--- src/rtl/fft8_pkg.sv ---
`default_nettype none
// ============================================================================
// Module  : fft8_pkg
// Purpose : Shared definitions for the 8-point sequential FFT: default sample
//           and twiddle widths, FSM state encoding, twiddle ROM and the 3-bit
//           bit-reversal helper.
// Revision: 1.0 - initial release
// ============================================================================
package fft8_pkg;

  localparam int DW      = 12;  // sample width per component
  localparam int TW      = 9;   // twiddle width, signed Q1.7
  localparam int TW_FRAC = 7;   // fractional bits of a twiddle
  localparam int NBFLY   = 12;  // butterflies per frame (3 stages x 4)

  typedef enum logic [1:0] {
    ST_LOAD    = 2'd0,
    ST_COMPUTE = 2'd1,
    ST_OUTPUT  = 2'd2
  } state_t;

  // W^k = exp(-j*2*pi*k/8) in Q1.7, real part
  function automatic logic signed [TW-1:0] tw_re(input logic [1:0] k);
    case (k)
      2'd0:    return 9'sd128;
      2'd1:    return 9'sd91;
      2'd2:    return 9'sd0;
      default: return -9'sd91;
    endcase
  endfunction

  // W^k imaginary part
  function automatic logic signed [TW-1:0] tw_im(input logic [1:0] k);
    case (k)
      2'd0:    return 9'sd0;
      2'd1:    return -9'sd91;
      2'd2:    return -9'sd128;
      default: return -9'sd91;
    endcase
  endfunction

  function automatic logic [2:0] bitrev3(input logic [2:0] n);
    return {n[0], n[1], n[2]};
  endfunction

endpackage
`default_nettype wire

--- src/rtl/fft8_bfly.sv ---
`default_nettype none
// ============================================================================
// Module  : fft8_bfly
// Purpose : Combinational radix-2 DIT butterfly.
//           t = W * bot ; top' = top + t ; bot' = top - t
//           Each partial product is full width, arithmetic-shifted by the
//           twiddle fraction and truncated to DW; all sums wrap mod 2^DW.
// Ports   : top_re_i/top_im_i, bot_re_i/bot_im_i : operands (DW, signed)
//           w_re_i/w_im_i                       : twiddle (TW, signed Q1.7)
//           top_re_o/top_im_o, bot_re_o/bot_im_o : results (DW, signed)
// Revision: 1.0 - initial release
// ============================================================================
module fft8_bfly #(
  parameter int DW = fft8_pkg::DW,
  parameter int TW = fft8_pkg::TW
) (
  input  logic signed [DW-1:0] top_re_i,
  input  logic signed [DW-1:0] top_im_i,
  input  logic signed [DW-1:0] bot_re_i,
  input  logic signed [DW-1:0] bot_im_i,
  input  logic signed [TW-1:0] w_re_i,
  input  logic signed [TW-1:0] w_im_i,
  output logic signed [DW-1:0] top_re_o,
  output logic signed [DW-1:0] top_im_o,
  output logic signed [DW-1:0] bot_re_o,
  output logic signed [DW-1:0] bot_im_o
);
  import fft8_pkg::*;

  localparam int PW = DW + TW;

  logic signed [PW-1:0] p_rr, p_ii, p_ri, p_ir;
  logic signed [DW-1:0] t_re, t_im;

  assign p_rr = PW'(bot_re_i) * PW'(w_re_i);
  assign p_ii = PW'(bot_im_i) * PW'(w_im_i);
  assign p_ri = PW'(bot_re_i) * PW'(w_im_i);
  assign p_ir = PW'(bot_im_i) * PW'(w_re_i);

  // Each product is rescaled on its own before the complex sum.
  assign t_re = DW'(p_rr >>> TW_FRAC) - DW'(p_ii >>> TW_FRAC);
  assign t_im = DW'(p_ri >>> TW_FRAC) + DW'(p_ir >>> TW_FRAC);

  assign top_re_o = top_re_i + t_re;
  assign top_im_o = top_im_i + t_im;
  assign bot_re_o = top_re_i - t_re;
  assign bot_im_o = top_im_i - t_im;

endmodule
`default_nettype wire

--- src/rtl/fft8_seq_ctrl.sv ---
`default_nettype none
// ============================================================================
// Module  : fft8_seq_ctrl
// Purpose : 8-point radix-2 DIT FFT using one shared butterfly over an
//           8-entry complex register file. LOAD accepts 8 samples into
//           bit-reversed addresses, COMPUTE runs 12 butterflies (one per
//           cycle) plus one transition cycle, OUTPUT streams bins 0..7.
// Ports   : clk, rst (sync, active high)
//           in_valid/in_ready, in_re/in_im   : sample input stream
//           out_valid/out_ready, out_re/out_im, out_idx : result stream
//           busy : high in COMPUTE and OUTPUT
// Revision: 1.0 - initial release
// ============================================================================
module fft8_seq_ctrl #(
  parameter int DW = fft8_pkg::DW,
  parameter int TW = fft8_pkg::TW
) (
  input  logic          clk,
  input  logic          rst,
  input  logic          in_valid,
  output logic          in_ready,
  input  logic [DW-1:0] in_re,
  input  logic [DW-1:0] in_im,
  output logic          out_valid,
  input  logic          out_ready,
  output logic [DW-1:0] out_re,
  output logic [DW-1:0] out_im,
  output logic [2:0]    out_idx,
  output logic          busy
);
  import fft8_pkg::*;

  state_t     state_q, state_d;
  // Shared counter: sample index in LOAD, butterfly index in COMPUTE,
  // output bin in OUTPUT.
  logic [3:0] cnt_q, cnt_d;

  logic signed [DW-1:0] re_q [8];
  logic signed [DW-1:0] im_q [8];

  logic                 in_fire;
  logic                 bfly_en;
  logic [1:0]           b;
  logic [2:0]           top_a, bot_a;
  logic [1:0]           k;
  logic signed [TW-1:0] w_re, w_im;
  logic signed [DW-1:0] bt_re, bt_im, bb_re, bb_im;

  // --------------------------------------------------------------------------
  // FSM
  // --------------------------------------------------------------------------
  always_ff @(posedge clk) begin
    if (rst) begin
      state_q <= ST_LOAD;
      cnt_q   <= 4'd0;
    end else begin
      state_q <= state_d;
      cnt_q   <= cnt_d;
    end
  end

  always_comb begin
    state_d   = state_q;
    cnt_d     = cnt_q;
    in_ready  = 1'b0;
    out_valid = 1'b0;
    busy      = 1'b0;
    case (state_q)
      ST_LOAD: begin
        in_ready = 1'b1;
        if (in_valid) begin
          if (cnt_q == 4'd7) begin
            state_d = ST_COMPUTE;
            cnt_d   = 4'd0;
          end else begin
            cnt_d = cnt_q + 4'd1;
          end
        end
      end
      ST_COMPUTE: begin
        busy = 1'b1;
        // cnt 0..11 are butterflies; cnt 12 is the idle transition cycle
        if (cnt_q == 4'(NBFLY)) begin
          state_d = ST_OUTPUT;
          cnt_d   = 4'd0;
        end else begin
          cnt_d = cnt_q + 4'd1;
        end
      end
      ST_OUTPUT: begin
        busy      = 1'b1;
        out_valid = 1'b1;
        if (out_ready) begin
          if (cnt_q == 4'd7) begin
            state_d = ST_LOAD;
            cnt_d   = 4'd0;
          end else begin
            cnt_d = cnt_q + 4'd1;
          end
        end
      end
      default: begin
        state_d = ST_LOAD;
        cnt_d   = 4'd0;
      end
    endcase
  end

  assign in_fire = in_valid && in_ready;
  assign bfly_en = (state_q == ST_COMPUTE) && (cnt_q[3:2] != 2'b11);

  // --------------------------------------------------------------------------
  // Butterfly address generation: stage = cnt[3:2], butterfly = cnt[1:0]
  // --------------------------------------------------------------------------
  assign b = cnt_q[1:0];

  always_comb begin
    top_a = 3'd0;
    bot_a = 3'd0;
    k     = 2'd0;
    case (cnt_q[3:2])
      2'd0: begin  // span 1, twiddle always W0
        top_a = {b, 1'b0};
        bot_a = {b, 1'b1};
        k     = 2'd0;
      end
      2'd1: begin  // span 2, pos = b[0], twiddle W0/W2
        top_a = {b[1], 1'b0, b[0]};
        bot_a = {b[1], 1'b1, b[0]};
        k     = {b[0], 1'b0};
      end
      default: begin  // span 4, pos = b, twiddle W0..W3
        top_a = {1'b0, b};
        bot_a = {1'b1, b};
        k     = b;
      end
    endcase
  end

  assign w_re = TW'(tw_re(k));
  assign w_im = TW'(tw_im(k));

  fft8_bfly #(
    .DW (DW),
    .TW (TW)
  ) u_bfly (
    .top_re_i (re_q[top_a]),
    .top_im_i (im_q[top_a]),
    .bot_re_i (re_q[bot_a]),
    .bot_im_i (im_q[bot_a]),
    .w_re_i   (w_re),
    .w_im_i   (w_im),
    .top_re_o (bt_re),
    .top_im_o (bt_im),
    .bot_re_o (bb_re),
    .bot_im_o (bb_im)
  );

  // --------------------------------------------------------------------------
  // Register file (contents survive reset; the frame is discarded by the FSM)
  // --------------------------------------------------------------------------
  always_ff @(posedge clk) begin
    if (!rst && in_fire) begin
      re_q[bitrev3(cnt_q[2:0])] <= in_re;
      im_q[bitrev3(cnt_q[2:0])] <= in_im;
    end else if (!rst && bfly_en) begin
      re_q[top_a] <= bt_re;
      im_q[top_a] <= bt_im;
      re_q[bot_a] <= bb_re;
      im_q[bot_a] <= bb_im;
    end
  end

  // --------------------------------------------------------------------------
  // Result port: the register file is not written in OUTPUT, so the read
  // stays stable under backpressure.
  // --------------------------------------------------------------------------
  always_comb begin
    out_re  = '0;
    out_im  = '0;
    out_idx = 3'd0;
    if (state_q == ST_OUTPUT) begin
      out_re  = re_q[cnt_q[2:0]];
      out_im  = im_q[cnt_q[2:0]];
      out_idx = cnt_q[2:0];
    end
  end

endmodule
`default_nettype wire

--- config.mk ---
export PLATFORM = sky130hd
export DESIGN_NAME = fft8_seq_ctrl
export DESIGN_NICKNAME = d
export VERILOG_FILES = /design/src/rtl/fft8_pkg.sv /design/src/rtl/fft8_bfly.sv /design/src/rtl/fft8_seq_ctrl.sv
export SDC_FILE = /design/constraint.sdc
export NUM_CORES = 1
export LEC_CHECK = 0
export CORE_MARGIN = 2
export CORE_UTILIZATION = 60
export DETAILED_ROUTE_END_ITERATION = 10
export HOLD_SLACK_MARGIN = 0.1
export PLACE_DENSITY_LB_ADDON = 0.3
export SKIP_LAST_GASP = 1
export SYNTH_ARGS = -nofsm -noshare
export SYNTH_HDL_FRONTEND = slang
export SYNTH_SLANG_ARGS = --single-unit
export TNS_END_PERCENT = 100
--- constraint.sdc ---
create_clock -name clk -period 10.4 [get_ports clk]
set_clock_uncertainty 0.1 [all_clocks]
set_input_delay 2.08 -clock clk [delete_from_list [all_inputs] [get_ports clk]]
set_output_delay 2.08 -clock clk [all_outputs]
set_load 0.05 [all_outputs]
Yosys cells after proc, flatten, opt, wreduce, memory -nomap -nowiden
Memories as Yosys holds them, arrays and structs flattened. A register that Yosys moved wholly into a read port is not among the register bits.
Index checks and enable logic that the tools add are counted.
{"block": "totals", "word_cells": 78, "reg_bits": 6, "ramBits": 192, "memories": 2}
{"block": "op_classes", "n_mux": 37, "add_sub_neg": 7, "n_reduce_logical": 13, "n_mul": 4, "eq_ne": 13}
{"memory": "im_q", "depth": 8, "width": 12, "rd": 3, "rd_clocked_by_memory_dff": 1, "wr": 2, "line": "fft8_seq_ctrl.sv:39", "rtl": "logic signed [DW-1:0] im_q [8];"}
{"memory": "re_q", "depth": 8, "width": 12, "rd": 3, "rd_clocked_by_memory_dff": 1, "wr": 2, "line": "fft8_seq_ctrl.sv:38", "rtl": "logic signed [DW-1:0] re_q [8];"}
{"operator": "$mul A12 B9 Y19", "count": 4}
{"operator": "$mux W12", "count": 4}
{"operator": "$add A12 B12 Y12", "count": 3}
{"operator": "$sub A12 B12 Y12", "count": 3}
{"operator": "$pmux W9 S3", "count": 1}
{"operator": "$reduce_or A12 Y1", "count": 2}
{"operator": "$mux W3", "count": 7}
{"operator": "$pmux W9 S2", "count": 1}
{"operator": "$mux W4", "count": 4}
{"operator": "$ne A2 B2 Y1 const B", "count": 6}
{"operator": "$pmux W3 S2", "count": 2}
{"operator": "$pmux W4 S3", "count": 1}
{"operator": "$mux W1", "count": 10}
{"operator": "$mux W2", "count": 5}
{"operator": "$eq A2 B1 Y1 const B", "count": 3}
{"operator": "$logic_not A2 Y1", "count": 3}
{"operator": "$pmux W2 S3", "count": 1}
{"operator": "$reduce_and A5 Y1", "count": 1}
{"operator": "$add A4 B1 Y4 const B", "count": 1}
{"operator": "$eq A2 B2 Y1 const B", "count": 2}
{"operator": "$eq A4 B3 Y1 const B", "count": 1}
{"operator": "$eq A4 B4 Y1 const B", "count": 1}
{"operator": "$logic_and A1 B1 Y1", "count": 4}
{"operator": "$pmux W2 S2", "count": 1}
{"operator": "other kinds (3)", "count": 3}

Longest topological paths before layout
Gate-level depths: netlist (run 1).
{"block": "depth", "depth_word": 8, "depth_mapped": 47, "ltp_nobuf": 42}

By module
A second synthesis (run 1) with hierarchy kept.
{"block": "hier_totals", "cells_unflattened": 3227, "area_unflattened_um2": 29982.5}
{"mod": "fft8_bfly", "area_each_um2": 15916.5, "cells_per_inst": 1781, "n_inst": 1}
{"mod": "fft8_seq_ctrl", "area_each_um2": 14066.0, "cells_per_inst": 1446, "n_inst": 1}

Worst setup path before layout (run 1)
No wires, ideal clock.
{"block": "synth_timing", "path_type": "reg2reg", "startpoint": "register cnt_q[0]", "endpoint": "memory re_q[3][11] (data pin)", "stages_incl_launch_ff": 40, "period_less_slack_ps": 9298, "required_time_ps": 10030, "setup_slack_ps": 1102, "n_path_buf": 6, "setup_ps": 270, "t_arrival_ps": 8928, "cell_sequence": "dfxtp_1 -> buf_2 -> inv_2 -> buf_2 -> buf_1 -> clkbuf_1 -> buf_1 -> buf_1 -> o22ai_1 -> a22oi_1 -> nand2_1 -> nor2_1 -> fa_1 -> fa_1 -> fa_1 -> fa_1 -> inv_1 -> fa_1 -> (+4 left out) -> a21oi_4 -> xor2_1 -> ha_1 -> nor2b_1 -> o21ai_0 -> nand2b_1 -> a21o_1 -> a21o_1 -> a21o_1 -> a21o_1 -> a21oi_1 -> o21bai_1 -> xor2_1 -> ha_1 -> o41ai_1 -> xor3_1 -> a21boi_2 -> a21oi_1"}
{"item": "start, declared", "line": "fft8_seq_ctrl.sv:36", "rtl": "logic [3:0] cnt_q, cnt_d;"}
{"item": "start signal, assigned", "line": "fft8_seq_ctrl.sv:58", "rtl": "cnt_q <= cnt_d;"}
{"item": "end, declared", "line": "fft8_seq_ctrl.sv:38"}

==> key figures, run 1 <==
Run status
  – Outcome: finished, final reports clean

Min path
  – Hold depth: 2
  – Hold Path Class: flop to flop

STA
  – Peak Freq: slightly above 100 MHz
  – Unrepaired setup endpoints after global routing: no
  – Setup violators final: 0
  – Fin. Hold Viols: 0
  – Actual slew at the worst max-slew pin: 1.215 ns
  – Slew Viols, Final: 0
  – Crit path time final: approximately 10 ns
  – Total negative slack: 0 ns
  – Slew HR: 0.1892
  – Crit share post-route: 0.9453

Floorplanning
  – Core box area: 42,890 um2
  – DIE AREA: 44,840 um2
  – Num rows: 76
  – Die X: between 200 and 250 um
  – Chip height: 211.8 um
  – I/O pins: 58
  – Starting density of the core: 0.6039

Worst setup path
  – CP Depth: 41
  – CP startpoint kind: flop
  – Worst EP arrival: roughly 10 ns
  – CP max stage cell: fa_1
  – Cell count of the worst reg-to-reg path: 41
  – Required time worst endpoint: 10.52 ns
  – Crit path buffers/inverters: 10
  – Worst path max stage delay: about 0.54 ns
  – CP Capture Type: flop
  – Worst-path fanout max: 23
  – Crit path max-delay family: compound AO/OA/AOI/OAI gates
  – Setup CP Type: flop to flop
  – Most frequent CP cell: inv_1

Synth
  – Synth Area in Adders: 0.2968
  – Synth unique cells: between 90 and 100
  – Synth area leader: edfxtp_1
  – Synthesized Nets: around 3,300
  – Mux contribution to synthesized area: 0.09247
  – Avg Cell Area, Syn: between 9 and 10 um2
  – Synth Register Bits: approximately 200
  – Main combinational cell family by area after synthesis: adder cells
  – Ys async rst share: 0
  – Synth area leaders: edfxtp_1 (22%), fa_1 (16%), ha_1 (14%), inv_1 (5.5%), nor2_1 (4.8%)
  – Syn. warnings: 0
  – Top cell type's share of synthesized area: 0.2226
  – EDFF count, synth: ~190
  – Most common flop cell mapped by yosys: edfxtp_1
  – Mapped Cells: ~2,800
  – Sequential element share of the synthesized area: 0.2296
  – Simple-gate share of the synthesized area: 0.1240
  – Complex-gate fraction of the synthesized area: 0.1327
  – Synth Area in XOR/XNOR: 0.04735
  – Mapped Area: between 20,000 and 30,000 um2

Global routing
  – Antenna violations before repair: 1
  – Number of global-route vias before repair: between 20,000 and 25,000
  – Grt ovf: 0
  – Largest net degree at the start of global routing: around 50
  – GRT Total Usage: 0.3572
  – First-pass GRT wire length: around 120,000 um

Power and ir drop
  – Pwr/cell area: 91.42 nW/um2
  – Worst VDD drop: approximately 160 uV
  – Power, Total: roughly 2600 uW
  – Leak: approximately 0.013 uW

Placement
  – IO Port Bufs: between 50 and 60
  – Final Wtd Congestion: 0.9707
  – Dpl hpwl: 58,200 um

Clocking
  – PostCTS Resize Cnt: 0
  – H-tree level count: 1
  – CTS tree: done
  – Clock sink count: approximately 200
  – CTS Buffer Depth: 3
  – Hold_buf cts: 0
  – Clk root buf: clkbuf_16
  – Worst skew pair latency: 0.52 ns
  – Post-CTS Setup Bufs: 0
  – Clock-pin slew on the worst setup and hold paths: around 0.07 ns
  – TritonCTS buffer count: 20

Finish
  – Most frequent cells in the layout: inv_1 (382), nor2_1 (321), ha_1 (280)
  – Commonest non-fill, non-tap cell in the layout: inv_1
  – Share of cells above drive strength 1: 0.08575
  – Layout area overhead: 8.459%
  – Number of diodes: 0
  – Fin nets: 3,325

Drt
  – DRT Pass-1 Iters: 6
  – DR iter-0 viols: approximately 2,800
  – Antenna violation net count after detailed routing: 0
  – # DRC: 0
  – Vias per Instance: roughly 6.3
  – Vias after detailed routing: ~22,000
  – Total Wirelength: slightly below 80,000 um
  – Avg WL per Cell: about 23 um

Flow run
  – Max Cap Viol: 0
## power breakdown
| group | switching (uW) | leakage, uW | internal, uW |
|---|---|---|---|
| registers | 15.0 | 0.00181 | 897 |
| clock network | 323 | 0.000356 | 482 |
| logic | 548 | 0.0110 | 303 |
| total | 886 | 0.0132 | 1680 |
## worst register-to-register path: cells and delay by family (launching register included)
family	cells	cell delay, ns
AOI/OAI and AO/OA	14	2.99
adders and majority gates	8	2.79
xor gates and xnor gates	3	0.93
and+or+nand+nor	6	0.87
DFF	1	0.34
buffers and inverters	10	1.52
## state kept, by name (all words and copies together) (netlist names), named ones only
signal / count
cnt_q: 4
im_q: 96
re_q: 96
state_q: 2
## synth_stat cells (4+ instances only)
master / n
o21ai_0: 91
clkbuf_1: 92
mux2_2: 20
o21bai_1: 22
buf_6: 5
a221oi_1: 5
edfxtp_1: 192
buf_1: 21
o22a_1: 4
a31oi_1: 16
nor2b_1: 33
a211oi_1: 5
mux4_2: 48
fa_1: 209
inv_2: 4
xor2_1: 44
nand2b_1: 30
and2_1: 17
a22oi_1: 34
and3_1: 10
a21oi_1: 220
a22o_1: 7
nand3_1: 29
nor2_1: 328
inv_1: 382
nand2_1: 201
or3_1: 7
o31a_1: 7
or2_2: 13
a21boi_0: 9
xnor3_1: 4
o21ai_1: 5
a222oi_1: 19
ha_1: 280
a21o_1: 16
mux2i_1: 105
a31o_2: 4
nor3_1: 30
xnor2_1: 83
o221ai_1: 9
dfxtp_1: 9
o22ai_1: 27
buf_2: 8
o21a_1: 12
## through the flow
step / std cells / hold WS (ns) / area [um2] / util / setup slack [ns]
floorplan: 2785 / 0.3692 / 25900 / - / 1.102
global placement: 3371 / 0.3811 / 27340 / 0.6375 / 0.7079
detailed placement: 3371 / 0.4052 / 27340 / 0.6375 / 0.4938
CTS: 3407 / 0.4141 / 28060 / 0.6542 / 0.4547
global route: 3407 / 0.4386 / 28090 / 0.6550 / 0.01945
finish: 3407 / 0.4192 / 28090 / 0.6550 / 0.5690
## routing by layer
layer,global-route usage,up-vias,share of wire
met1,0.4553,10361,0.37
met2,0.5861,1374,0.46
met3,0.06794,285,0.11
met5,0,-,0.00017
li1,-,9598,-
met4,0.1753,2,0.055
## layout make-up
class                      instances  area [um2]
timing repair buffer             130        1147
tap                              585       732.0
clock buffer                      25       560.5
sequential                       201        5956
multi-input combinational       2068       18080
clock inverter                    11       157.7
fill                            3453       14800
inverter                         387        1453
## worst paths after layout
check	startpoint	end	slack, ns
max	cnt_q[0]$_SDFFE_PP0P_	re_q[5][11]$_DFFE_PP_	0.57
min	state_q[1]$_SDFFE_PP0P_	state_q[1]$_SDFFE_PP0P_	0.42
max reg2reg	cnt_q[0]$_SDFFE_PP0P_	re_q[5][11]$_DFFE_PP_	0.57
min reg2reg	state_q[1]$_SDFFE_PP0P_	state_q[1]$_SDFFE_PP0P_	0.42
## cell families after synthesis
family          count (synthesis)
buf+inv                       516
compound gates                544
flops                         201
mux                           176
xor+xnor                      132
fa+ha+maj                     489
simple gates                  727
(Power assumes the default switching activity.)
==> inputs of run 2 (changes only) <==
Settings changed: DONT_BUFFER_PORTS set to 1.
==> run 2 against run 1 <==
Compared with the run above: combinational power shrank 2.9%; first-iteration DRC count decreased by 23%; register-to-register slack worse by 0.08 ns; wire length decreased by 0.96%; die area unchanged; final area fell by 2.3%; clock power fell by 4.5%; global-route usage is 0.52 points lower; via count down 2.7%; critical path type unchanged; highest routed layer is now met4.
==> key figures, run 2 (synthesized netlist as in run 1, its figures left out) <==
STA
  – Crit share post-route: 0.9526 (was 0.9453)
  – Worst-case hold slack: 0.4095 ns (was 0.4192 ns)
  – Fin. Hold Viols: 0 (unchanged)
  – Total negative slack: 0 ns (unchanged)
  – Slew Viols, Final: 0 (unchanged)
  – Setup violators final: 0 (unchanged)
  – Crit path time final: 9.907 ns (was 9.831 ns)
  – Peak Freq: 100.9 MHz (was 101.7 MHz)
  – Unrepaired setup endpoints after global routing: no (unchanged)
  – Actual slew at the worst max-slew pin: 1.211 ns (was 1.215 ns)
  – Slew HR: 0.1920 (was 0.1892)

Global routing
  – GRT Total Usage: 0.3519 (was 0.3572)
  – Number of global-route vias before repair: 21,682 (was 22,251)
  – Antenna violations before repair: 1 (unchanged)
  – First-pass GRT wire length: 119,900 um (was 122,500 um)
  – Grt ovf: 0 (unchanged)
  – Largest net degree at the start of global routing: 49 (unchanged)

Finish
  – Most frequent cells in the layout: inv_1 (382), nor2_1 (322), ha_1 (280) (was inv_1 (382), nor2_1 (321), ha_1 (280))
  – Fin nets: 3,261 (was 3,325)
  – Layout area overhead: 5.942% (was 8.459%)
  – Biggest regs: im_q (96), re_q (96), cnt_q (4) (unchanged)
  – Share of cells above drive strength 1: 0.08560 (was 0.08575)
  – Commonest non-fill, non-tap cell in the layout: inv_1 (unchanged)

Clocking
  – Clock sink count: 201 (unchanged)
  – H-tree level count: 1 (unchanged)
  – Clock-pin slew on the worst setup and hold paths: 0.07 ns (about the same)
  – Clk root buf: clkbuf_16 (unchanged)
  – PostCTS Resize Cnt: 0 (unchanged)
  – Hold_buf cts: 0 (unchanged)
  – Post-CTS Setup Bufs: 0 (unchanged)
  – CTS Buffer Depth: 3 (unchanged)
  – CTS tree: done (unchanged)
  – TritonCTS buffer count: 20 (unchanged)
  – Worst skew pair latency: 0.52 ns (about the same)

Drt
  – DR iter-0 viols: 2,191 (was 2,838)
  – DRT Pass-1 Iters: 8 (was 6)
  – Total Wirelength: 77,520 um (was 78,280 um)
  – Avg WL per Cell: 23.19 um (was 22.97 um)
  – Vias per Instance: 6.295 (was 6.346)
  – # DRC: 0 (unchanged)
  – Vias after detailed routing: 21,045 (was 21,620)
  – Antenna violation net count after detailed routing: 0 (unchanged)

Min path
  – Hold depth: 2 (unchanged)
  – Hold Path Class: flop to flop (unchanged)

Worst setup path
  – CP Capture Type: flop (unchanged)
  – Setup CP Type: flop to flop (unchanged)
  – Cell count of the worst reg-to-reg path: 34 (was 41)
  – CP startpoint kind: flop (unchanged)
  – Worst EP arrival: 10.14 ns (was 9.95 ns)
  – CP max stage cell: a22oi_1 (was fa_1)
  – Required time worst endpoint: 10.64 ns (was 10.52 ns)
  – Worst-path fanout max: 35 (was 23)
  – Worst path max stage delay: 0.58 ns (was 0.54 ns)

Floorplanning
  – DIE AREA: 44,840 um2 (unchanged)
  – Chip height: 211.8 um (unchanged)
  – Num rows: 76 (unchanged)
  – Starting density of the core: 0.6039 (unchanged)
  – I/O pins: 58 (unchanged)
  – Core box area: 42,890 um2 (unchanged)
  – Die X: 211.8 um (unchanged)

Flow run
  – Max Cap Viol: 0 (unchanged)

Placement
  – IO Port Bufs: 0 (was 57)
  – Final Wtd Congestion: 0.9221 (was 0.9707)
  – Dpl hpwl: 57,420 um (was 58,200 um)

Power and ir drop
  – Leak: 0.01291 uW (was 0.01316 uW)
  – Power, Total: 2507 uW (was 2568 uW)
  – Worst VDD drop: 134.3 uV (was 157.0 uV)
  – Pwr/cell area: 91.38 nW/um2 (was 91.42 nW/um2)

Run status
  – Outcome: finished, final reports clean (unchanged)
## run 2: per-layer routing
metal	vias to the layer above	wire length, um	global-route usage
met5	-	0	0
met4	0	4298	0.1792
met3	264	7866	0.06690
met2	1170	36490	0.5915
met1	10167	28870	0.4339
li1	9444	-	-
## run 2: worst paths after layout
path | startpoint | to | slack [ns]
setup / recovery | cnt_q[3]$_SDFFE_PP0P_ | im_q[5][11]$_DFFE_PP_ | 0.49
hold / removal | state_q[1]$_SDFFE_PP0P_ | state_q[1]$_SDFFE_PP0P_ | 0.41
setup reg to reg | cnt_q[3]$_SDFFE_PP0P_ | im_q[5][11]$_DFFE_PP_ | 0.49
hold reg to reg | state_q[1]$_SDFFE_PP0P_ | state_q[1]$_SDFFE_PP0P_ | 0.41
## run 2: critical path: cells and delay by family (launching register included)
family,cells,cell delay (ns)
xor+xnor,3,0.93
flops,1,0.48
simple gates,3,1.12
fa+ha+maj,8,3.28
compound gates,12,2.79
buf+inv,7,0.88
mux,1,0.16
## run 2: where the power goes
group          switching, uW  total (uW)  internal (uW)  leakage [uW]
combinational            535         827            292        0.0108
clock                    322         768            446      0.000332
sequential              15.8         912            897       0.00181
total                    873        2510           1630        0.0129
## run 2: layout make-up
type                    instances  area [um2]
clock inverters                10       133.9
repair buffers                 66       520.5
well taps                     585       732.0
multi-input cells            2068       18100
inverters                     387        1453
diodes                          1       2.502
fillers                      3499       15450
flip-flops and latches        201        5956
clock buffers                  25       540.5
## run 2: metrics by stage
stage | worst slack (ns) | std cells | cell area, um2 | utilization
after floorplan | 1.102 | 2785 | 25900 | -
after global placement | 0.6440 | 3307 | 26720 | 0.6230
after detailed placement | 0.3938 | 3307 | 26720 | 0.6230
after CTS | 0.3633 | 3342 | 27390 | 0.6387
after global routing | 0.03364 | 3343 | 27440 | 0.6398
final | 0.4934 | 3343 | 27440 | 0.6398
